--- config.mk ---
export PLATFORM = sky130hd
export DESIGN_NAME = player_motion_controller_4dir_flat
export DESIGN_NICKNAME = d
export VERILOG_FILES = /design/src/rtl/player_motion_controller_4dir_if.sv /design/src/rtl/player_motion_controller_4dir.sv /design/src/flat_wrapper.sv
export SDC_FILE = /design/constraint.sdc
export NUM_CORES = 1
export LEC_CHECK = 0
export ABC_AREA = 0
export CORE_MARGIN = 5
export CORE_UTILIZATION = 55
export CTS_BUF_LIST = sky130_fd_sc_hd__clkbuf_16
export DETAILED_ROUTE_END_ITERATION = 6
export PLACE_DENSITY = 0.74
export SLEW_MARGIN = 20
export SYNTH_ARGS = -nofsm -noshare
export SYNTH_HDL_FRONTEND = slang
export SYNTH_SLANG_ARGS = --single-unit
--- constraint.sdc ---
create_clock -name clk_player_control -period 23.6 [get_ports clk_player_control]
set_clock_uncertainty 0.1 [all_clocks]
set_input_delay 4.72 -clock clk_player_control [delete_from_list [all_inputs] [get_ports clk_player_control]]
set_output_delay 4.72 -clock clk_player_control [all_outputs]
set_load 0.01 [all_outputs]
--- src/rtl/player_motion_controller_4dir_if.sv ---
// Player motion controller bus: button/bounds/gravity/floor inputs and position/state outputs.
// Latency: none, wires only.
// Backpressure: none; all signals are level signals that are sampled every tick.
//
// master : the switch/debounce and playfield side that drives buttons, bounds, gravity and floor
// slave  : the motion controller that consumes those and drives position, size and motion state
interface player_motion_controller_4dir_if #(
   parameter int POS_W = 10
) ();
   logic             btn_up;
   logic             btn_down;
   logic             btn_left;
   logic             btn_right;
   logic [POS_W-1:0] bound_x0;
   logic [POS_W-1:0] bound_y0;
   logic [POS_W-1:0] bound_x1;
   logic [POS_W-1:0] bound_y1;
   logic [2:0]       gravity_direction;
   logic             floor_valid;
   logic [POS_W-1:0] floor_pos;
   logic [POS_W-1:0] player_pos_x;
   logic [POS_W-1:0] player_pos_y;
   logic [POS_W-1:0] player_w;
   logic [POS_W-1:0] player_h;
   logic [1:0]       motion_state;
   logic             on_ground;

   modport master (
      output btn_up, btn_down, btn_left, btn_right,
      output bound_x0, bound_y0, bound_x1, bound_y1,
      output gravity_direction, floor_valid, floor_pos,
      input  player_pos_x, player_pos_y, player_w, player_h,
      input  motion_state, on_ground
   );

   modport slave (
      input  btn_up, btn_down, btn_left, btn_right,
      input  bound_x0, bound_y0, bound_x1, bound_y1,
      input  gravity_direction, floor_valid, floor_pos,
      output player_pos_x, player_pos_y, player_w, player_h,
      output motion_state, on_ground
   );
endinterface

--- src/rtl/player_motion_controller_4dir.sv ---
// Fixed-point player motion controller with FREE/GROUND/JUMP/FALL state machine and 4-way gravity.
// Latency: one tick; inputs sampled at edge N are reflected in the registered outputs after edge N.
// Backpressure: none; the controller advances unconditionally every tick.
//
// Ports:
//   clk_player_control : tick clock
//   reset              : synchronous, active-high; restores START_X/START_Y, FALL, zero velocity
//   bus (slave)        : buttons, play box, gravity direction, optional floor collider in;
//                        integer pixel position, size, motion_state and on_ground out
module player_motion_controller_4dir #(
   parameter int POS_W      = 10,
   parameter int FRAC_BITS  = 4,
   parameter int START_X    = 320,
   parameter int START_Y    = 240,
   parameter int PLAYER_W   = 30,
   parameter int PLAYER_H   = 30,
   parameter int MOVE_SPEED = 15,
   parameter int JUMP_SPEED = 22,
   parameter int GRAVITY    = 8,
   parameter int MAX_FALL   = 560,
   parameter int JUMP_H     = 80
) (
   input logic                      clk_player_control,
   input logic                      reset,
   player_motion_controller_4dir_if.slave bus
);

   localparam int HW = POS_W + FRAC_BITS;
   // Two guard bits so sums, differences and negative apex values never wrap.
   localparam int EW = HW + 2;

   typedef logic signed [EW-1:0] ext_t;

   typedef enum logic [1:0] {
      ST_FREE   = 2'd0,
      ST_GROUND = 2'd1,
      ST_JUMP   = 2'd2,
      ST_FALL   = 2'd3
   } state_e;

   localparam ext_t ZERO_E   = ext_t'(0);
   localparam ext_t MOVE_E   = ext_t'(MOVE_SPEED);
   localparam ext_t JUMP_E   = ext_t'(JUMP_SPEED);
   localparam ext_t GRAV_E   = ext_t'(GRAVITY);
   localparam ext_t MAXF_E   = ext_t'(MAX_FALL);
   localparam ext_t JUMPH_E  = ext_t'(JUMP_H * (1 << FRAC_BITS));
   localparam ext_t PW_E     = ext_t'(PLAYER_W);
   localparam ext_t PH_E     = ext_t'(PLAYER_H);

   function automatic ext_t px2ext(input logic [POS_W-1:0] p);
      return ext_t'({{(EW-POS_W){1'b0}}, p});
   endfunction

   state_e          state_q, state_d;
   logic [HW-1:0]   hx_q, hx_d;
   logic [HW-1:0]   hy_q, hy_d;
   logic [HW-1:0]   vel_q, vel_d;
   ext_t            apex_q, apex_d;
   logic [2:0]      dir_q, dir_d;

   logic [2:0]      dir_n;
   logic            dir_chg;
   logic            axis_y;
   logic            toward_pos;
   logic            jump_btn;
   logic            hit;
   logic            reached;
   logic            land;
   state_e          st_cur;
   ext_t            x_e, y_e, g_pos;
   ext_t            x_lo, x_hi, y_lo, y_hi;
   ext_t            near_px, flr_px, lim_px, lim, wall, size_e;
   ext_t            vel_cur, apex_cur, vel_sum, vel_e;
   ext_t            lr_step, ud_step;
   ext_t            g_step, g_new, x_new, y_new, x_cl, y_cl;

   always_ff @(posedge clk_player_control) begin
      if (reset) begin
         state_q <= ST_FALL;
         hx_q    <= HW'(START_X * (1 << FRAC_BITS));
         hy_q    <= HW'(START_Y * (1 << FRAC_BITS));
         vel_q   <= '0;
         apex_q  <= ZERO_E;
         dir_q   <= 3'd0;
      end else begin
         state_q <= state_d;
         hx_q    <= hx_d;
         hy_q    <= hy_d;
         vel_q   <= vel_d;
         apex_q  <= apex_d;
         dir_q   <= dir_d;
      end
   end

   always_comb begin
      // Codes 5..7 decode as "no gravity".
      dir_n = 3'd0;
      if (bus.gravity_direction inside {3'd1, 3'd2, 3'd3, 3'd4}) dir_n = bus.gravity_direction;
      dir_chg    = (dir_n != dir_q);
      axis_y     = (dir_n == 3'd1) || (dir_n == 3'd3);
      // Gravity pulls toward increasing coordinates for down and right.
      toward_pos = (dir_n == 3'd2) || (dir_n == 3'd3);

      jump_btn = 1'b0;
      case (dir_n)
         3'd1:    jump_btn = bus.btn_down;
         3'd2:    jump_btn = bus.btn_left;
         3'd3:    jump_btn = bus.btn_up;
         3'd4:    jump_btn = bus.btn_right;
         default: jump_btn = 1'b0;
      endcase

      x_e   = ext_t'({2'b00, hx_q});
      y_e   = ext_t'({2'b00, hy_q});
      g_pos = axis_y ? y_e : x_e;

      x_lo = px2ext(bus.bound_x0) <<< FRAC_BITS;
      y_lo = px2ext(bus.bound_y0) <<< FRAC_BITS;
      x_hi = (px2ext(bus.bound_x1) - PW_E) <<< FRAC_BITS;
      y_hi = (px2ext(bus.bound_y1) - PH_E) <<< FRAC_BITS;

      // Landing limit: the nearer of the box edge and the collider on the gravity side.
      size_e  = axis_y ? PH_E : PW_E;
      near_px = axis_y ? (toward_pos ? px2ext(bus.bound_y1) : px2ext(bus.bound_y0))
                       : (toward_pos ? px2ext(bus.bound_x1) : px2ext(bus.bound_x0));
      flr_px  = px2ext(bus.floor_pos);
      lim_px  = near_px;
      if (bus.floor_valid) begin
         if (toward_pos ? (flr_px < near_px) : (flr_px > near_px)) lim_px = flr_px;
      end
      lim  = toward_pos ? ((lim_px - size_e) <<< FRAC_BITS) : (lim_px <<< FRAC_BITS);
      // Wall on the anti-gravity side that stops a jump.
      wall = axis_y ? (toward_pos ? y_lo : y_hi) : (toward_pos ? x_lo : x_hi);

      // A direction change resets the motion context in the same tick it is seen.
      st_cur   = (dir_n == 3'd0) ? ST_FREE : (dir_chg ? ST_FALL : state_q);
      vel_cur  = dir_chg ? ZERO_E : ext_t'({2'b00, vel_q});
      apex_cur = dir_chg ? ZERO_E : apex_q;

      lr_step = ZERO_E;
      if (bus.btn_right && !bus.btn_left) lr_step = MOVE_E;
      if (bus.btn_left && !bus.btn_right) lr_step = -MOVE_E;
      ud_step = ZERO_E;
      if (bus.btn_down && !bus.btn_up) ud_step = MOVE_E;
      if (bus.btn_up && !bus.btn_down) ud_step = -MOVE_E;

      state_d = st_cur;
      vel_e   = vel_cur;
      apex_d  = apex_cur;
      vel_sum = ZERO_E;
      g_step  = g_pos;
      g_new   = g_pos;
      x_new   = x_e;
      y_new   = y_e;
      hit     = 1'b0;
      reached = 1'b0;
      land    = 1'b0;

      case (st_cur)
         ST_FREE: begin
            x_new = x_e + lr_step;
            y_new = y_e + ud_step;
         end
         ST_GROUND: begin
            vel_e = ZERO_E;
            if (jump_btn) begin
               state_d = ST_JUMP;
               apex_d  = toward_pos ? (g_pos - JUMPH_E) : (g_pos + JUMPH_E);
            end else if (g_pos != lim) begin
               state_d = ST_FALL;
            end
         end
         ST_JUMP: begin
            g_step  = toward_pos ? (g_pos - JUMP_E) : (g_pos + JUMP_E);
            hit     = toward_pos ? (g_step < wall) : (g_step > wall);
            if (hit) g_step = wall;
            reached = toward_pos ? (g_step <= apex_cur) : (g_step >= apex_cur);
            g_new   = g_step;
            if (!jump_btn || reached || hit) begin
               state_d = ST_FALL;
               vel_e   = ZERO_E;
            end
         end
         default: begin
            vel_sum = vel_cur + GRAV_E;
            vel_e   = (vel_sum > MAXF_E) ? MAXF_E : vel_sum;
            g_step  = toward_pos ? (g_pos + vel_e) : (g_pos - vel_e);
            land    = toward_pos ? (g_step >= lim) : (g_step <= lim);
            if (land) begin
               g_step  = lim;
               vel_e   = ZERO_E;
               state_d = ST_GROUND;
            end
            g_new = g_step;
         end
      endcase

      if (st_cur != ST_FREE) begin
         if (axis_y) begin
            y_new = g_new;
            x_new = x_e + lr_step;
         end else begin
            x_new = g_new;
            y_new = y_e + ud_step;
         end
      end

      // Box clamp; the low edge is applied last so an undersized box snaps to x0/y0.
      x_cl = x_new;
      if (x_cl > x_hi) x_cl = x_hi;
      if (x_cl < x_lo) x_cl = x_lo;
      y_cl = y_new;
      if (y_cl > y_hi) y_cl = y_hi;
      if (y_cl < y_lo) y_cl = y_lo;

      hx_d  = HW'(x_cl);
      hy_d  = HW'(y_cl);
      vel_d = HW'(vel_e);
      dir_d = dir_n;
   end

   assign bus.player_pos_x = POS_W'(hx_q >> FRAC_BITS);
   assign bus.player_pos_y = POS_W'(hy_q >> FRAC_BITS);
   assign bus.player_w     = POS_W'(PLAYER_W);
   assign bus.player_h     = POS_W'(PLAYER_H);
   assign bus.motion_state = state_q;
   assign bus.on_ground    = (state_q == ST_GROUND);

endmodule
--- src/flat_wrapper.sv ---
// flat-port wrapper written by rule: the top's interface ports become plain ports
module player_motion_controller_4dir_flat 
#(
   parameter int POS_W      = 10,
   parameter int FRAC_BITS  = 4,
   parameter int START_X    = 320,
   parameter int START_Y    = 240,
   parameter int PLAYER_W   = 30,
   parameter int PLAYER_H   = 30,
   parameter int MOVE_SPEED = 15,
   parameter int JUMP_SPEED = 22,
   parameter int GRAVITY    = 8,
   parameter int MAX_FALL   = 560,
   parameter int JUMP_H     = 80
)
  (clk_player_control, reset, bus_btn_up, bus_btn_down, bus_btn_left, bus_btn_right, bus_bound_x0, bus_bound_y0, bus_bound_x1, bus_bound_y1, bus_gravity_direction, bus_floor_valid, bus_floor_pos, bus_player_pos_x, bus_player_pos_y, bus_player_w, bus_player_h, bus_motion_state, bus_on_ground);
  player_motion_controller_4dir_if #(.POS_W(POS_W)) bus_i ();
  input logic clk_player_control;
  input logic reset;
  input wire logic [$bits(bus_i.btn_up)-1:0] bus_btn_up;
  input wire logic [$bits(bus_i.btn_down)-1:0] bus_btn_down;
  input wire logic [$bits(bus_i.btn_left)-1:0] bus_btn_left;
  input wire logic [$bits(bus_i.btn_right)-1:0] bus_btn_right;
  input wire logic [$bits(bus_i.bound_x0)-1:0] bus_bound_x0;
  input wire logic [$bits(bus_i.bound_y0)-1:0] bus_bound_y0;
  input wire logic [$bits(bus_i.bound_x1)-1:0] bus_bound_x1;
  input wire logic [$bits(bus_i.bound_y1)-1:0] bus_bound_y1;
  input wire logic [$bits(bus_i.gravity_direction)-1:0] bus_gravity_direction;
  input wire logic [$bits(bus_i.floor_valid)-1:0] bus_floor_valid;
  input wire logic [$bits(bus_i.floor_pos)-1:0] bus_floor_pos;
  output wire logic [$bits(bus_i.player_pos_x)-1:0] bus_player_pos_x;
  output wire logic [$bits(bus_i.player_pos_y)-1:0] bus_player_pos_y;
  output wire logic [$bits(bus_i.player_w)-1:0] bus_player_w;
  output wire logic [$bits(bus_i.player_h)-1:0] bus_player_h;
  output wire logic [$bits(bus_i.motion_state)-1:0] bus_motion_state;
  output wire logic [$bits(bus_i.on_ground)-1:0] bus_on_ground;
  assign bus_i.btn_up = bus_btn_up;
  assign bus_i.btn_down = bus_btn_down;
  assign bus_i.btn_left = bus_btn_left;
  assign bus_i.btn_right = bus_btn_right;
  assign bus_i.bound_x0 = bus_bound_x0;
  assign bus_i.bound_y0 = bus_bound_y0;
  assign bus_i.bound_x1 = bus_bound_x1;
  assign bus_i.bound_y1 = bus_bound_y1;
  assign bus_i.gravity_direction = bus_gravity_direction;
  assign bus_i.floor_valid = bus_floor_valid;
  assign bus_i.floor_pos = bus_floor_pos;
  assign bus_player_pos_x = bus_i.player_pos_x;
  assign bus_player_pos_y = bus_i.player_pos_y;
  assign bus_player_w = bus_i.player_w;
  assign bus_player_h = bus_i.player_h;
  assign bus_motion_state = bus_i.motion_state;
  assign bus_on_ground = bus_i.on_ground;
  player_motion_controller_4dir #(.POS_W(POS_W), .FRAC_BITS(FRAC_BITS), .START_X(START_X), .START_Y(START_Y), .PLAYER_W(PLAYER_W), .PLAYER_H(PLAYER_H), .MOVE_SPEED(MOVE_SPEED), .JUMP_SPEED(JUMP_SPEED), .GRAVITY(GRAVITY), .MAX_FALL(MAX_FALL), .JUMP_H(JUMP_H)) u_core (.clk_player_control(clk_player_control), .reset(reset), .bus(bus_i));
endmodule
==> results.txt, run 1 <==
----------------------------------------------------
[Global route]
  Wire length of the first global-routing pass ... 66,100 um
  Via count of the first global-routing pass ... 11,500
  Pin count of the biggest net entering global routing ... between 40 and 50
  Grt ovf ... 0
  Overall track demand over capacity in global routing ... 35.2%
  Initial antenna violation count ... 2

[Synthesis]
  Most instantiated library cell after synthesis ... sky130_fd_sc_hd__nand2_1
  Area share of the leading cell type in the synthesized netlist ... 16.1%
  Sequential cell area fraction in the yosys report ... around 11%
  Top post-synthesis cells by area ... sky130_fd_sc_hd__ha_1, sky130_fd_sc_hd__dfxtp_1, sky130_fd_sc_hd__xnor2_1
  Number of synthesized register bits ... 63
  Number of enable flip-flop cells after synthesis ... 0
  Yosys top cell by area ... sky130_fd_sc_hd__ha_1
  Leading post-synthesis cells by instance count ... sky130_fd_sc_hd__nand2_1, sky130_fd_sc_hd__ha_1, sky130_fd_sc_hd__nor2_1, sky130_fd_sc_hd__inv_1, sky130_fd_sc_hd__a21oi_1
  Dominant register cell in the synthesized netlist ... sky130_fd_sc_hd__dfxtp_1
  Cell area after technology mapping ... 0.0115 mm2
  Library cells used by synthesis ... 97
  Warnings, synthesis ... 0
  Share of flip-flops with an asynchronous set or reset after synthesis ... 0%
  Syn Area/Cell ... ~7.3 um2
  Post-synthesis cell count ... 1,577

[CTS]
  Clock-pin slew on the worst setup and hold paths ... 0.06 ns
  Setup Buffers After CTS ... 0
  Number of H-tree branching levels ... 3
  Clock buffer count from CTS ... 9
  Buffer type at the clock tree root ... sky130_fd_sc_hd__clkbuf_16
  Clk sinks ... 63
  Clock tree from TritonCTS ... done
  Maximum clock insertion buffer count ... 2
  Clock latency on the worst-skew pair ... 0.34 ns
  Hold buffer count at cts ... 0
  Post-CTS resize count ... 0

[Floorplan]
  Placeable core region ... 0.0208 mm2
  Die Y-Extent ... 155 um
  Site Rows ... 53
  IO Count ... just over 100
  Floorplan die width ... between 150 and 200 um
  Die ar. ... 0.0240 mm2
  Initial standard-cell utilization of the core ... 55.4%

[Setup path]
  Worst R2R Start ... u_core.dir_q[2]
  Sort of element at the start of the critical path ... input port
  Critical path buffer and inverter count ... 3
  Worst Path Arrival ... about 19 ns
  Path type of the worst setup path ... input port to flip-flop
  CP Launch Point ... bus_gravity_direction[1]
  Endpoint kind of the worst setup timing path ... flip-flop
  CP max stage delay ... 1.11 ns
  Crit path max-delay cell type ... sky130_fd_sc_hd__clkdlybuf4s50_1
  Required time of the critical path ... 23.70 ns
  Delay-heaviest family, CP ... compound AO/OA/AOI/OAI gates
  Maximum fanout along the worst path ... 42

[Routing]
  Vias per cell ... about 6.6
  # DRC ... 0
  Post-DR wirelength/cell ... 23.2 um
  Antenna Nets Post-Route ... 0
  Total vias in the final route ... 12,400
  Routed wire length ... 43,600 um
  First drt pass iteration count ... 6
  Detailed Route Iter0 Violations ... 1,599

[Timing]
  Slew margin rel. ... 33.9%
  Post-route setup TNS ... 0 ns
  Fraction of the cycle the final worst path needs ... 79.3%
  Period minus WS final ... 18.72 ns
  Post-Route Hold Slack ... 0.354 ns
  Max-slew violation total from the final report ... 0
  FMAX ... 53.4 MHz
  Slack of the critical path ... 4.88 ns
  Slew at the pin with the worst max-slew slack ... just under 1 ns
  Final setup viols ... 0
  RSZ-0062 raised after global routing ... false
  Number of hold violations in the final report ... 0

[Placement]
  Setup slack at placement ... 5.01 ns
  Placed cells ... 1,864
  GP Congestion ... 1.03
  DPL Wire Length ... 35,000 um
  Input/output buffers ... 82

[Outcome]
  Status ... finished clean

[Layout]
  Antenna diode count ... 0
  Fill cells ... between 1,500 and 2,000
  Number of cells in the finished layout apart from fillers ... 1,880
  Synth-to-Final Area Change ... 9.14%
  Nets ... 1,812
  Area used by multi-input combinational logic ... 0.00932 mm2
  Fraction of layout instances using a drive strength above 1 ... 7.10%
  Storage element area ... 0.00126 mm2

[Hold path]
  Classification of the worst-slack hold path ... flip-flop to flip-flop
  Startpoint of the worst hold path ... u_core.vel_q[0]

[Power]
  Standby leakage power ... 5.52 nW
  Power per cell area ... 119 mW/mm2
  Worst VDD drop ... 0.0842 mV

[Run]
  Total of max-cap violations ... 0

----------------------------------------------------
layout make-up:
class	count	share of cell area, %
clock buffer	9	1.79
clock inverter	7	0.586
inverter	110	3.28
multi-input combinational	1314	74.0
sequential	63	10.0
tap	275	2.73
timing repair buffer	102	7.63
placed cells by master (no fill, tap or decap), types with 30 or more instances in the layout:
master,netlist,final
sky130_fd_sc_hd__a31oi_1,34,34
sky130_fd_sc_hd__inv_1,107,107
sky130_fd_sc_hd__nor2_1,146,146
sky130_fd_sc_hd__a21oi_1,105,105
sky130_fd_sc_hd__nand2_1,151,151
sky130_fd_sc_hd__nor3_1,34,34
sky130_fd_sc_hd__mux2i_1,62,61
sky130_fd_sc_hd__dfxtp_1,63,63
sky130_fd_sc_hd__xnor2_1,73,73
sky130_fd_sc_hd__clkdlybuf4s50_1,0,80
sky130_fd_sc_hd__nand3_1,30,30
sky130_fd_sc_hd__ha_1,149,149
sky130_fd_sc_hd__o21ai_0,75,75
per-stage QoR:
| step | cell area, um2 | total power, W | util (%) |
|---|---|---|---|
| after global placement | 12300 | 0.00130 | 59.1 |
| final | 12600 | 0.00149 | 60.5 |
| after detailed placement | 12300 | 0.00130 | 59.1 |
| after CTS | 12600 | 0.00145 | 60.5 |
| after floorplan | 11600 | 0.000992 | - |
| after global routing | 12600 | 0.00159 | 60.5 |
per-layer routing:
| metal | GRT usage (%) | wire (um) | share of wire, % | vias to the layer above |
|---|---|---|---|---|
| met1 | 46.9 | 18000 | 41 | 5799 |
| met2 | 53.9 | 18400 | 42 | 767 |
| met3 | 8.82 | 5060 | 12 | 134 |
| met5 | 0 | 4 | 0.0092 | - |
| met4 | 15.1 | 2160 | 4.9 | 2 |
| li1 | - | - | - | 5718 |
sequential cells by signal, indices dropped and copies added (netlist names):
signal / flops
u_core.hx_q: 14
u_core.vel_q: 14
u_core.dir_q: 3
u_core.apex_q: 16
u_core.hy_q: 14
u_core.bus.motion_state: 2
tightest hold or removal path: stages (launching register included):
cell	delay, ns
sky130_fd_sc_hd__dfxtp_1	0.31
sky130_fd_sc_hd__inv_1	0.06
sky130_fd_sc_hd__nor2_1	0.04
cells by family (layout without fill, tap and decap cells):
family / Yosys count / after routing / synth area share [%]
XOR/XNOR: 102 / 102 / 7.74
flip-flops: 63 / 63 / 10.9
adder cells (fa/ha/maj): 152 / 152 / 16.7
buffers and inverters: 218 / 228 / 9.13
multiplexers: 91 / 91 / 8.43
AO/OA/AOI/OAI: 428 / 428 / 25.3
other: 2 / 20 / 0.0651
AND/OR/NAND/NOR: 521 / 521 / 21.7
where the power goes:
part,leakage [nW],switching [W],internal [W]
logic,4.85,0.000726,0.000460
clock network,0.147,0.0000549,0.0000819
registers,0.515,0.0000446,0.000127
total,5.52,0.000825,0.000668
worst paths after layout:
check	end	slack, ns	cells after the start
worst min register to register	u_core.vel_q[0]	0.35	2
worst max register to register	u_core.hx_q[7]	10.04	53
worst max-delay path	u_core.hx_q[7]	4.88	54
worst min-delay path	u_core.vel_q[0]	0.35	2
Power figures use the tool's default switching activity.
==> inputs of run 2 (changes only) <==
Settings changed: PLACE_DENSITY 0.74 to 0.77.
Clock period 23.6 ns to 15.9 ns, I/O delays scaled along.
==> run 2 against run 1 <==
Sequential power is 47% higher. Die area stayed put. Critical endpoint is now u_core.hy_q[7]. Register-to-register slack worse by 6.4 ns. Worst hold slack better by 0.011 ns. Highest routed layer is now met4. Power is 52% higher. Utilization is 0.60 points higher. Critical path depth is 4 higher. Combinational power is 50% higher.
==> results.txt, run 2 (synthesis results as in run 1) <==
----------------------------------------------------
[Outcome]
  Status ... finished clean

[Timing]
  Max-slew violation total from the final report ... 0
  Slew margin rel. ... between 30% and 40%
  Number of hold violations in the final report ... 0
  Fraction of the cycle the final worst path needs ... between 90% and 100%
  Period minus WS final ... about 15 ns
  Post-Route Hold Slack ... approximately 0.37 ns
  Slew at the pin with the worst max-slew slack ... 0.918 ns
  Final setup viols ... 0
  FMAX ... 65.8 MHz

[CTS]
  Maximum clock insertion buffer count ... 2
  Clock latency on the worst-skew pair ... ~0.36 ns
  Number of H-tree branching levels ... 3
  Hold buffer count at cts ... 0
  Clock-pin slew on the worst setup and hold paths ... 0.06 ns
  Clock tree from TritonCTS ... done
  Clk sinks ... between 60 and 70
  Clock buffer count from CTS ... 9
  Buffer type at the clock tree root ... sky130_fd_sc_hd__clkbuf_16

[Hold path]
  Hold Crit Depth ... 2
  Startpoint of the worst hold path ... u_core.vel_q[1]
  Classification of the worst-slack hold path ... flip-flop to flip-flop
  Endpoint, Worst Hold ... u_core.vel_q[1]

[Floorplan]
  Site Rows ... 53
  Die ar. ... 0.0240 mm2
  Initial standard-cell utilization of the core ... 55.4%
  IO Count ... 103
  Floorplan die width ... 155 um
  Placeable core region ... around 0.021 mm2
  Die Y-Extent ... approximately 150 um

[Setup path]
  Delay-heaviest family, CP ... compound AO/OA/AOI/OAI gates
  Worst R2R Start ... u_core.dir_q[0]
  Crit path max-delay cell type ... sky130_fd_sc_hd__clkdlybuf4s50_1
  Logic depth of the worst path, buffers included ... 58
  Path type of the worst setup path ... input port to flip-flop
  Most repeated library cell on the critical path ... sky130_fd_sc_hd__a21oi_1
  Critical path buffer and inverter count ... 3
  Maximum fanout along the worst path ... 13
  Worst Path Arrival ... around 15 ns
  FF-to-FF path depth ... 57
  End of the worst register-to-register path ... u_core.hy_q[7]
  Sort of element at the start of the critical path ... input port
  Minimum setup slack among reg-to-reg paths ... 3.63 ns
  CP Launch Point ... bus_gravity_direction[1]
  Required time of the critical path ... 16.08 ns
  CP max stage delay ... 0.48 ns
  Endpoint kind of the worst setup timing path ... flip-flop

[Routing]
  Antenna Nets Post-Route ... 0
  Routed wire length ... 44,100 um
  Vias per cell ... ~6.6
  # DRC ... 0
  Total vias in the final route ... 12,400
  Post-DR wirelength/cell ... between 20 and 25 um
  Detailed Route Iter0 Violations ... 1,597
  First drt pass iteration count ... 6

[Layout]
  Antenna diode count ... 0
  Final design instance area without fill ... 0.0127 mm2
  Largest register FFs ... 16
  Fraction of layout instances using a drive strength above 1 ... between 8 and 9%
  Post-route core utilization ... between 60% and 70%
  Most flop-heavy register ... u_core.apex_q
  Most common cell after layout, fill and taps aside ... sky130_fd_sc_hd__nand2_1
  Fill cells ... 1,987
  Nets ... 1,821
  Commonest cells after routing, fill and taps aside ... sky130_fd_sc_hd__nand2_1, sky130_fd_sc_hd__ha_1, sky130_fd_sc_hd__nor2_1, sky130_fd_sc_hd__inv_1, sky130_fd_sc_hd__a21oi_1
  Synth-to-Final Area Change ... 10.2%

[Global route]
  Grt ovf ... 0
  Pin count of the biggest net entering global routing ... 48
  Via count of the first global-routing pass ... 11,400
  Wire length of the first global-routing pass ... 66,400 um
  Initial antenna violation count ... 0
  Overall track demand over capacity in global routing ... 35.3%

[Power]
  Worst VDD drop ... approximately 0.14 mV
  Power per cell area ... 178 mW/mm2
  Standby leakage power ... 5.58 nW

[Placement]
  GP Congestion ... 1.05
  DP Area ... 0.0124 mm2
  Input/output buffers ... 82
  DPL Wire Length ... 35,600 um

[Run]
  Total of max-cap violations ... 0

----------------------------------------------------
run 2: changes by cell type in the layout (fill, tap and decap cells not counted), sizes merged:
cell      delta
inv          +3
clkinvlp     +1
bufinv       +1
clkinv       -5
buf          +9
run 2: worst min-delay path, cell delays in order, from the launching register on:
cell and delay [ns]:
sky130_fd_sc_hd__dfxtp_1 0.33, sky130_fd_sc_hd__inv_1 0.06, sky130_fd_sc_hd__nor2_1 0.03
run 2: routing by layer:
layer / vias up / track usage [%] / part of all wire [%]
li1: 5722 / - / -
met1: 5851 / 49.1 / 42
met2: 746 / 53.6 / 42
met3: 121 / 7.59 / 11
met4: 0 / 13.1 / 4.4
met5: - / 0 / 0
run 2: worst max path at each step:
stage | endpoint | slack [ns]
3_5_place_dp | u_core.hx_q[11] | 0.07
6_report | u_core.hy_q[7] | 0.70
2_1_floorplan | u_core.hy_q[10] | 1.31
5_1_grt | u_core.hy_q[12] | -0.13
4_1_cts | u_core.hx_q[11] | 0.40
3_3_place_gp | u_core.hx_q[8] | 0.47
run 2: power breakdown:
part / internal, W / leakage, nW / switching, W
Clock: 0.000140 / 0.157 / 0.0000931
Sequential: 0.000188 / 0.515 / 0.0000644
Combinational: 0.000698 / 4.91 / 0.00108
run 2: stage by stage:
| step | setup slack, ns | cells | setup TNS [ns] | power, W |
|---|---|---|---|---|
| after floorplan | 1.31 | 1595 | 0 | 0.00147 |
| after global placement | 0.472 | 1871 | 0 | 0.00193 |
| after detailed placement | 0.0667 | 1871 | 0 | 0.00195 |
| after CTS | 0.396 | 1887 | 0 | 0.00219 |
| after global routing | -0.130 | 1889 | -1.06 | 0.00241 |
| final | 0.696 | 1889 | 0 | 0.00226 |
run 2: timing repair:
item,CTS,global route
setup endpoints to repair,0,28
resized for setup,0,9
setup buffers,0,2
run 2: layout make-up:
class | instances | area [um2] | share of cell area [%]
clock inverter | 7 | 103 | 0.806
multi-input combinational | 1314 | 9350 | 73.5
sequential | 63 | 1260 | 9.91
timing repair buffer | 111 | 1030 | 8.08
inverter | 110 | 413 | 3.24
tap | 275 | 344 | 2.70
clock buffer | 9 | 225 | 1.77
==> inputs of run 3 (changes only) <==
Settings changed: CORE_UTILIZATION 55 to 37, CTS_BUF_LIST sky130_fd_sc_hd__clkbuf_16 to sky130_fd_sc_hd__clkbuf_8, GPL_TIMING_DRIVEN from default to 0, PLACE_DENSITY 0.77 to 0.54.
==> run 3 against run 2 <==
Clock-buffer cell count is the same. Final area rose by 5.4%. Worst setup slack worse by 0.16 ns. Sequential cell count unchanged. Wire length up 12%. Power increased by 5.0%. Utilization down 17 points. Via count is 0.59% higher. Sequential share of layout area decreased by 0.51 points. Critical path type unchanged.
==> results.txt, run 3 (synthesis results as in run 1) <==
----------------------------------------------------
[Layout]
  Antenna diode count ... 0
  Most flop-heavy register ... u_core.apex_q
  Synth-to-Final Area Change ... 16.2%
  Commonest cells after routing, fill and taps aside ... sky130_fd_sc_hd__nand2_1, sky130_fd_sc_hd__ha_1, sky130_fd_sc_hd__nor2_1, sky130_fd_sc_hd__inv_1, sky130_fd_sc_hd__a21oi_1
  Final design instance area without fill ... 0.0134 mm2
  Fill cells ... 3,188
  Nets ... 1,910
  Area used by multi-input combinational logic ... 0.00943 mm2
  Most common cell after layout, fill and taps aside ... sky130_fd_sc_hd__nand2_1
  Storage element area ... approximately 0.0013 mm2
  Post-route core utilization ... 43.7%
  Largest register FFs ... 16
  Fraction of layout instances using a drive strength above 1 ... 11.6%

[Setup path]
  Crit path max-delay cell type ... sky130_fd_sc_hd__or3b_1
  Endpoint kind of the worst setup timing path ... flip-flop
  Required time of the critical path ... roughly 16 ns
  Worst Path Arrival ... 15.59 ns
  Path type of the worst setup path ... input port to flip-flop
  CP max stage delay ... 0.40 ns
  Most repeated library cell on the critical path ... sky130_fd_sc_hd__ha_1
  Maximum fanout along the worst path ... 10
  Sort of element at the start of the critical path ... input port

[Timing]
  Number of hold violations in the final report ... 0
  Fraction of the cycle the final worst path needs ... 96.6%
  Slew at the pin with the worst max-slew slack ... 1.10 ns
  Max-slew violation total from the final report ... 0
  FMAX ... 65.1 MHz
  Slew margin rel. ... 24.6%
  Period minus WS final ... 15.36 ns
  Final setup viols ... 0

[CTS]
  Maximum clock insertion buffer count ... 2
  Number of H-tree branching levels ... 3
  Clk sinks ... 63
  Clock tree from TritonCTS ... done
  Clock-pin slew on the worst setup and hold paths ... roughly 0.1 ns
  Buffer type at the clock tree root ... sky130_fd_sc_hd__clkbuf_8
  Clock latency on the worst-skew pair ... roughly 0.40 ns
  Clock buffer count from CTS ... 9

[Floorplan]
  Initial standard-cell utilization of the core ... 37.6%
  Floorplan die width ... 187 um
  Die ar. ... 0.0348 mm2
  Die Y-Extent ... approximately 190 um
  Site Rows ... 64
  IO Count ... 103
  Placeable core region ... 0.0307 mm2

[Placement]
  Input/output buffers ... 81
  DPL Wire Length ... 40,300 um
  DP Area ... 0.0129 mm2
  GP Congestion ... 0.974

[Global route]
  Via count of the first global-routing pass ... 11,800
  Pin count of the biggest net entering global routing ... 14
  Grt ovf ... 0
  Initial antenna violation count ... 0
  Wire length of the first global-routing pass ... around 73,000 um
  Overall track demand over capacity in global routing ... 26.8%

[Outcome]
  Status ... finished clean

[Routing]
  Antenna Nets Post-Route ... 0
  # DRC ... 0
  Post-DR wirelength/cell ... 23.6 um
  Routed wire length ... approximately 50,000 um
  Detailed Route Iter0 Violations ... 1,498
  First drt pass iteration count ... 5
  Vias per cell ... 5.96
  Total vias in the final route ... 12,500

[Run]
  Total of max-cap violations ... 0

[Power]
  Power per cell area ... between 150 and 200 mW/mm2
  Worst VDD drop ... 0.0779 mV
  Standby leakage power ... slightly below 6 nW
  Sum of internal, switching and leakage power ... 0.00237 W

[Hold path]
  Classification of the worst-slack hold path ... flip-flop to flip-flop

----------------------------------------------------
## run 3: cell types whose count changed in the layout (fill, tap and decap cells not counted), sizes merged
cell           previous run  this run
clkbuf                    9        34
dlymetal6s2s              0         1
clkinv                    3         6
bufinv                    2         3
buf                      31        95
clkinvlp                  1         0
clkdlybuf4s50            80        79
inv                     111       108
## run 3: final timing paths
path,startpoint,to,slack (ns),depth (start not counted)
setup / recovery,bus_gravity_direction[1],u_core.hy_q[5],0.54,63
hold reg to reg,u_core.vel_q[1],u_core.vel_q[1],0.36,2
hold / removal,u_core.vel_q[1],u_core.vel_q[1],0.36,2
setup reg to reg,u_core.dir_q[2],u_core.hy_q[5],3.09,62
## run 3: layout make-up
type                    count  area share, %
repair buffers             92           6.67
plain buffers             108           5.05
clock buffers               9          0.923
well taps                 396           3.69
flip-flops and latches     63           9.40
inverters                 110           3.08
multi-input cells        1314           70.3
clock inverters             7          0.905
## run 3: worst max-delay path, delay by kind of cell
kind	cells	cell delay, ns
and+or+nand+nor	19	3.14
adders and majority gates	6	1.69
muxes	4	1.17
buffers and inverters	8	1.52
xor gates and xnor gates	1	0.28
AOI/OAI and AO/OA	25	4.57
## run 3: stage by stage
stage                     hold slack (ns)  std cells  worst slack [ns]  TNS [ns]
final                               0.365       2099             0.538         0
after global routing                0.388       2099            -0.112    -0.825
after CTS                           0.365       2093            0.0192         0
after detailed placement            0.351       2072             -2.01    -48.78
after global placement              0.338       2072             -2.43    -59.21
after floorplan                     0.322       1595              1.31         0
## run 3: metal layers
layer | up-vias | GRT usage (%) | share of wire (%)
met4 | 0 | 9.53 | 3.9
met5 | - | 0 | 0
li1 | 5899 | - | -
met3 | 91 | 4.04 | 8.1
met1 | 5940 | 38.3 | 46
met2 | 583 | 41.0 | 43
## run 3: what timing repair did
item                                    in CTS  in global routing
endpoints found under the setup margin      28                 28
pin swaps                                    3                  5
gates cloned                                 0                  1
gates resized for setup                     21                 27
setup buffers                                5                  5
hold buffers                                 0                  0
## run 3: power by group
| part | switching, W | internal (W) |
|---|---|---|
| combinational | 0.00116 | 0.000776 |
| sequential | 0.0000614 | 0.000188 |
| clock | 0.0000854 | 0.000105 |
| total | 0.00131 | 0.00107 |
==> patch 1 (flow settings as in run 2) <==
`FRAC_BITS` is set to 4 in 2 places; all go to 3.
--- a/src/rtl/player_motion_controller_4dir.sv
+++ b/src/rtl/player_motion_controller_4dir.sv
@@ -9,7 +9,7 @@
 //                        integer pixel position, size, motion_state and on_ground out
 module player_motion_controller_4dir #(
    parameter int POS_W      = 10,
-   parameter int FRAC_BITS  = 4,
+   parameter int FRAC_BITS  = 3,
    parameter int START_X    = 320,
    parameter int START_Y    = 240,
    parameter int PLAYER_W   = 30,
--- a/src/flat_wrapper.sv
+++ b/src/flat_wrapper.sv
@@ -2,7 +2,7 @@
 module player_motion_controller_4dir_flat 
 #(
    parameter int POS_W      = 10,
-   parameter int FRAC_BITS  = 4,
+   parameter int FRAC_BITS  = 3,
    parameter int START_X    = 320,
    parameter int START_Y    = 240,
    parameter int PLAYER_W   = 30,
Function: changed (Yosys sat finds a counterexample within 4 cycles, from zero or initial values and one cycle with reset high).
==> patch 1 against run 2 <==
- global-route usage increased by 1.5 points
- total power decreased by 4.9%
- design area decreased by 2.7%
- area after synthesis decreased by 3.7%
- sequential cell count decreased by 4
- setup slack got worse by 230 ps
- wire length increased by 1.5%
- critical endpoint is now u_core.hy_q[7]
==> patch 1: results (changes against run 2) <==
Finish:
- The number of cells in the finished layout apart from fillers was 1,838 (-2.7%).
- The number of inserted filler cells in the final layout is 1,955 (-1.6%).
- The final layout net count came to 1,770 (-2.8%).
- The fraction of final layout cells with drive strength greater than 1 was 0.0810 (-0.000170).
- The flip-flop count of the largest register after layout was 15 (-1).

Synth:
- The xor/xnor cell area share of the yosys netlist came to 0.0755 (-0.00184).
- The share of synthesized area spent on multiplexers came to 0.0625 (-0.0218).
- The sequential share of the synthesized area came to 0.106 (-0.00296).
- The post-synthesis compound-gate area fraction was 0.271 (+0.0174).
- In the post-synthesis netlist, the biggest area contributors are ha_1 16%, dfxtp_1 11%, xnor2_1 5.0%.
- The number of cells produced by synthesis is 1,521 (-3.6%).

Outcome:
- The flow ran to the end, and the final reports show no timing, DRC or antenna violations.

Setup path:
- The data arrival time of the critical path is 15,530 ps (+150 ps).
- The largest incremental delay on the critical path is 770 ps (+290 ps).
- The maximum net fanout on the critical path was 31 (+18).
- The slowest stage of the critical path is the a211oi_1 cell.

Route:
- The number of design-rule violations left by the first detailed-router iteration is 1,475 (-7.6%).
- The average via count per standard cell was 6.69 (+1.6%).
- The wire length reported by the detailed router is 44,700 um (+1.5%).

Global route:
- The overall global routing resource usage is 0.368 (+0.0149).
- The first-pass GRT wire length is 67,200 um (+1.2%).

Power and ir drop:
- The largest voltage drop on the vdd net came to 0.104 mV (-25%).
- The static power due to leakage came to 5.38 nW (-3.6%).

Place:
- The standard cell area after detailed placement is 0.0120 mm^2 (-2.5%).
- The placed wire-length estimate after detailed placement is 36,200 um (+1.9%).

STA:
- The tightest slew margin relative to the limit came to 0.259 (-0.111).
-- patch 1: metrics by stage --
step | util | setup slack [ps]
floorplan | - | 1540
global placement | 0.600 | 308
detailed placement | 0.601 | 123
CTS | 0.616 | 453
global route | 0.618 | 16.4
finish | 0.618 | 461
-- patch 1: path summary, 6_finish.rpt --
check | slack [ps] | cells after the start | end | from
setup / recovery | 460 | 48 | u_core.hy_q[7] | bus_gravity_direction[1]
hold / removal | 380 | 2 | u_core.apex_q[11] | u_core.apex_q[11]
setup reg to reg | 3230 | 49 | u_core.hy_q[7] | u_core.vel_q[0]
hold reg to reg | 380 | 2 | u_core.apex_q[11] | u_core.apex_q[11]
-- patch 1: critical path, delay by kind of cell --
kind                       cells  cell delay, ps
and+or+nand+nor               20            4900
buffers and inverters          4            1180
adders and majority gates      5            1270
AOI/OAI and AO/OA             18            4730
xor gates and xnor gates       1             240
-- patch 1: cell type report --
cell class	count	area, um^2	area share
timing repair buffer	123	1140	0.0917
sequential	59	1180	0.0954
tap	270	338	0.0273
multi-input combinational	1273	9060	0.732
clock buffer	9	225	0.0182
inverter	97	364	0.0294
clock inverter	7	76.3	0.00616
-- patch 1: layer usage --
| layer | vias to the layer above | global-route usage | share of wire |
|---|---|---|---|
| met5 | - | 0 | 0 |
| met4 | 0 | 0.206 | 0.067 |
| met3 | 187 | 0.104 | 0.12 |
| met2 | 781 | 0.561 | 0.42 |
| met1 | 5726 | 0.467 | 0.39 |
| li1 | 5606 | - | - |
-- patch 1: cell families after synthesis --
kind of cell	Yosys count
mux	65
xor+xnor	95
buf+inv	207
simple gates	509
fa+ha+maj	147
compound gates	437
flops	59
other cells	2
-- patch 1: power breakdown --
part | leakage (nW) | internal (mW) | switching (mW)
combinational | 4.76 | 0.678 | 1.03
sequential | 0.482 | 0.176 | 0.0592
clock | 0.142 | 0.122 | 0.0871
total | 5.38 | 0.976 | 1.17
-- patch 1: timing repair --
action / CTS / global route
endpoints found under the hold margin: 0 / 0
setup endpoints to repair: 0 / 24
buffers inserted: 0 / 1
resized for setup: 0 / 8
==> patch 2 (config.mk and constraints of run 2) <==
Made on the original files. Reset style: asynchronous (`reset`), changed in one clocked block.
--- a/src/rtl/player_motion_controller_4dir.sv
+++ b/src/rtl/player_motion_controller_4dir.sv
@@ -74,7 +74,7 @@
    ext_t            lr_step, ud_step;
    ext_t            g_step, g_new, x_new, y_new, x_cl, y_cl;
 
-   always_ff @(posedge clk_player_control) begin
+   always_ff @(posedge clk_player_control or posedge reset) begin
       if (reset) begin
          state_q <= ST_FALL;
          hx_q    <= HW'(START_X * (1 << FRAC_BITS));
Check against the original RTL: not equivalent (Yosys sat finds a counterexample within 4 cycles, from zero or initial values and one cycle with reset high; the reset may be asserted at any time).
==> patch 2 against run 2 <==
- the flow now finishes with violations (DRC)
- setup slack worse by 190 ps
- area after synthesis increased by 0.72%
- core utilization is 0.95 points higher
- synthesized cell count is 4.7% lower
- total power is 20% higher
- design area is 1.9% higher
- critical path depth decreased by 4
- wire length shrank 3.8%
- sequential cell count unchanged
- combinational power increased by 25%
- sequential power increased by 19%
==> patch 2: results (changes against run 2) <==
Outcome:
- The flow ran to the end, but the final reports show violations.
- The final reports fail on DRC.

Setup path:
- The maximum net fanout on the critical path is 7 (-6).
- The reg2reg setup slack came to 3430 ps (-200 ps).
- The data arrival time of the critical path is 15,520 ps (+140 ps).
- The reg-to-reg critical path startpoint is u_core.dir_q[1].
- The largest incremental delay on the critical path is 480 ps (about the same).
- In this run the critical register-to-register path is captured at u_core.hy_q[6].
- The path depth of the worst reg2reg path is 52 (-8.8%).
- The critical path's slowest cell is clkdlybuf4s50_1.

Synth:
- The most used flip-flop cell after synthesis is dfrtp_1.
- The xor/xnor cell area share of the yosys netlist was 0.0737 (-0.00367).
- The distinct cell type count after synthesis was 95 (-2.1%).
- The synthesized-area fraction occupied by adder cells is 0.166 (-0.00118).
- The Yosys warning count is 0 (unchanged).
- The fraction of synthesis flops using an asynchronous set or reset pin came to 1.00 (+1.00).
- The share of synthesized area spent on multiplexers is 0.0924 (+0.00812).
- Sorting the synthesized cells by how often they occur yields 149 x ha_1, 143 x nand2_1, 118 x nor2_1.
- In the post-synthesis netlist, the biggest area contributors are ha_1 16%, dfrtp_1 12%, xnor2_1 4.7%.
- The number of cells produced by synthesis is 1,503 (-4.7%).
- The sequential share of the synthesized area was 0.136 (+0.0272).
- The post-synthesis compound-gate area fraction is 0.248 (-0.00524).

Hold path:
- The worst hold path depth is 1 (-1).
- The worst hold path begins at u_core.vel_q[13].
- The path with the worst hold slack has its endpoint at u_core.vel_q[13].

Global route:
- The overall global routing resource usage came to 0.339 (-0.0139).
- The first-pass GRT wire length is 64,700 um (-2.5%).
- The pin count of the biggest net entering global routing is 64 (+33%).
- The number of global-route vias before repair is 11,400 (-0.097%).
- The number of antenna violations at the first check in global routing is 0 (unchanged).

Finish:
- The register with the highest flop count is u_core.apex_q.
- The number of inserted filler cells in the final layout was 1,894 (-4.7%).
- The fraction of final layout cells with drive strength greater than 1 is 0.0955 (+0.0143).
- The final instance area came to 0.0130 mm^2 (+1.9%).
- The final layout net count came to 1,768 (-2.9%).

Route:
- The vias after detailed routing is 12,200 (-2.0%).
- The wire length reported by the detailed router is 42,400 um (-3.8%).
- The average wire length per cell after detail routing is 23.1 um (-1.0%).
- The number of design-rule violations left by the first detailed-router iteration came to 1,457 (-8.8%).
- The first-pass iteration count of the detailed router is 7 (+1).
- The residual DRC count is 1 (+1).

Place:
- The number of port buffers is 82 (unchanged).
- The number of placed cells counting well taps is 1,815 (-3.0%).
- The pre-CTS setup slack is -259 ps (-326 ps).
- The placed wire-length estimate after detailed placement was 34,100 um (-4.0%).
- The placer's final routability congestion estimate came to 1.04 (-0.33%).

Power and ir drop:
- The static power due to leakage is 5.88 nW (+5.4%).
- The largest voltage drop on the vdd net is 0.137 mV (-1.3%).

STA:
- The tightest slew margin relative to the limit is 0.386 (+0.0150).

Clock tree:
- The clock buffer count from CTS was 9 (unchanged).
- The H-tree depth is 3 (unchanged).
-- patch 2: power by group --
group	switching, mW	internal, mW
sequential	0.0859	0.214
clock	0.0876	0.104
combinational	1.27	0.954
total	1.44	1.27
-- patch 2: cell type report --
| cell class | count | area share |
|---|---|---|
| multi-input cells | 1284 | 0.723 |
| flip-flops and latches | 63 | 0.122 |
| repair buffers | 120 | 0.0851 |
| well taps | 275 | 0.0265 |
| inverters | 78 | 0.0226 |
| clock buffers | 9 | 0.0174 |
| clock inverters | 7 | 0.00319 |
-- patch 2: critical path: cells and delay by family --
kind / cells / cell delay [ps]
AOI/OAI and AO/OA: 25 / 5280
adders and majority gates: 6 / 1770
muxes: 2 / 750
xor gates and xnor gates: 1 / 210
buffers and inverters: 5 / 1030
and+or+nand+nor: 15 / 3270
-- patch 2: cells by family (layout without fill, tap and decap cells) --
family / Yosys count / count (layout)
and+or+nand+nor: 497 / 497
AOI/OAI and AO/OA: 423 / 423
buffers and inverters: 174 / 214
adders and majority gates: 152 / 152
xor gates and xnor gates: 97 / 97
muxes: 95 / 95
DFF: 63 / 63
other: 2 / 20
-- patch 2: repair_timing --
item	in CTS	in global routing
endpoints found under the setup margin	0	28
resized for setup	0	21
setup buffers	0	5
-- patch 2: metal layers --
| layer | track usage | vias up | routed length (um) |
|---|---|---|---|
| met1 | 0.475 | 5682 | 17900 |
| met5 | 0 | - | 0 |
| met2 | 0.519 | 794 | 18000 |
| met4 | 0.125 | 0 | 1810 |
| li1 | - | 5571 | - |
| met3 | 0.0640 | 139 | 4760 |
-- patch 2: worst max path at each step --
| stage | start | end | slack [ps] | depth (start not counted) |
|---|---|---|---|---|
| 6_report | bus_gravity_direction[2] | u_core.hy_q[6] | 510 | 54 |
| 5_1_grt | bus_gravity_direction[2] | u_core.hy_q[6] | -60 | 56 |
| 3_5_place_dp | bus_gravity_direction[1] | u_core.hy_q[6] | -260 | 56 |
| 4_1_cts | bus_gravity_direction[1] | u_core.hy_q[6] | 30 | 56 |
| 2_1_floorplan | bus_gravity_direction[1] | u_core.hy_q[12] | 930 | 58 |
| 3_3_place_gp | bus_gravity_direction[1] | u_core.hy_q[6] | 180 | 56 |
-- patch 2: through the flow --
step           hold slack [ps]  setup TNS, ps
4_1_cts                    422              0
3_3_place_gp               399              0
3_5_place_dp               401          -2080
5_1_grt                    427           -329
2_1_floorplan              378              0
6_report                   414              0
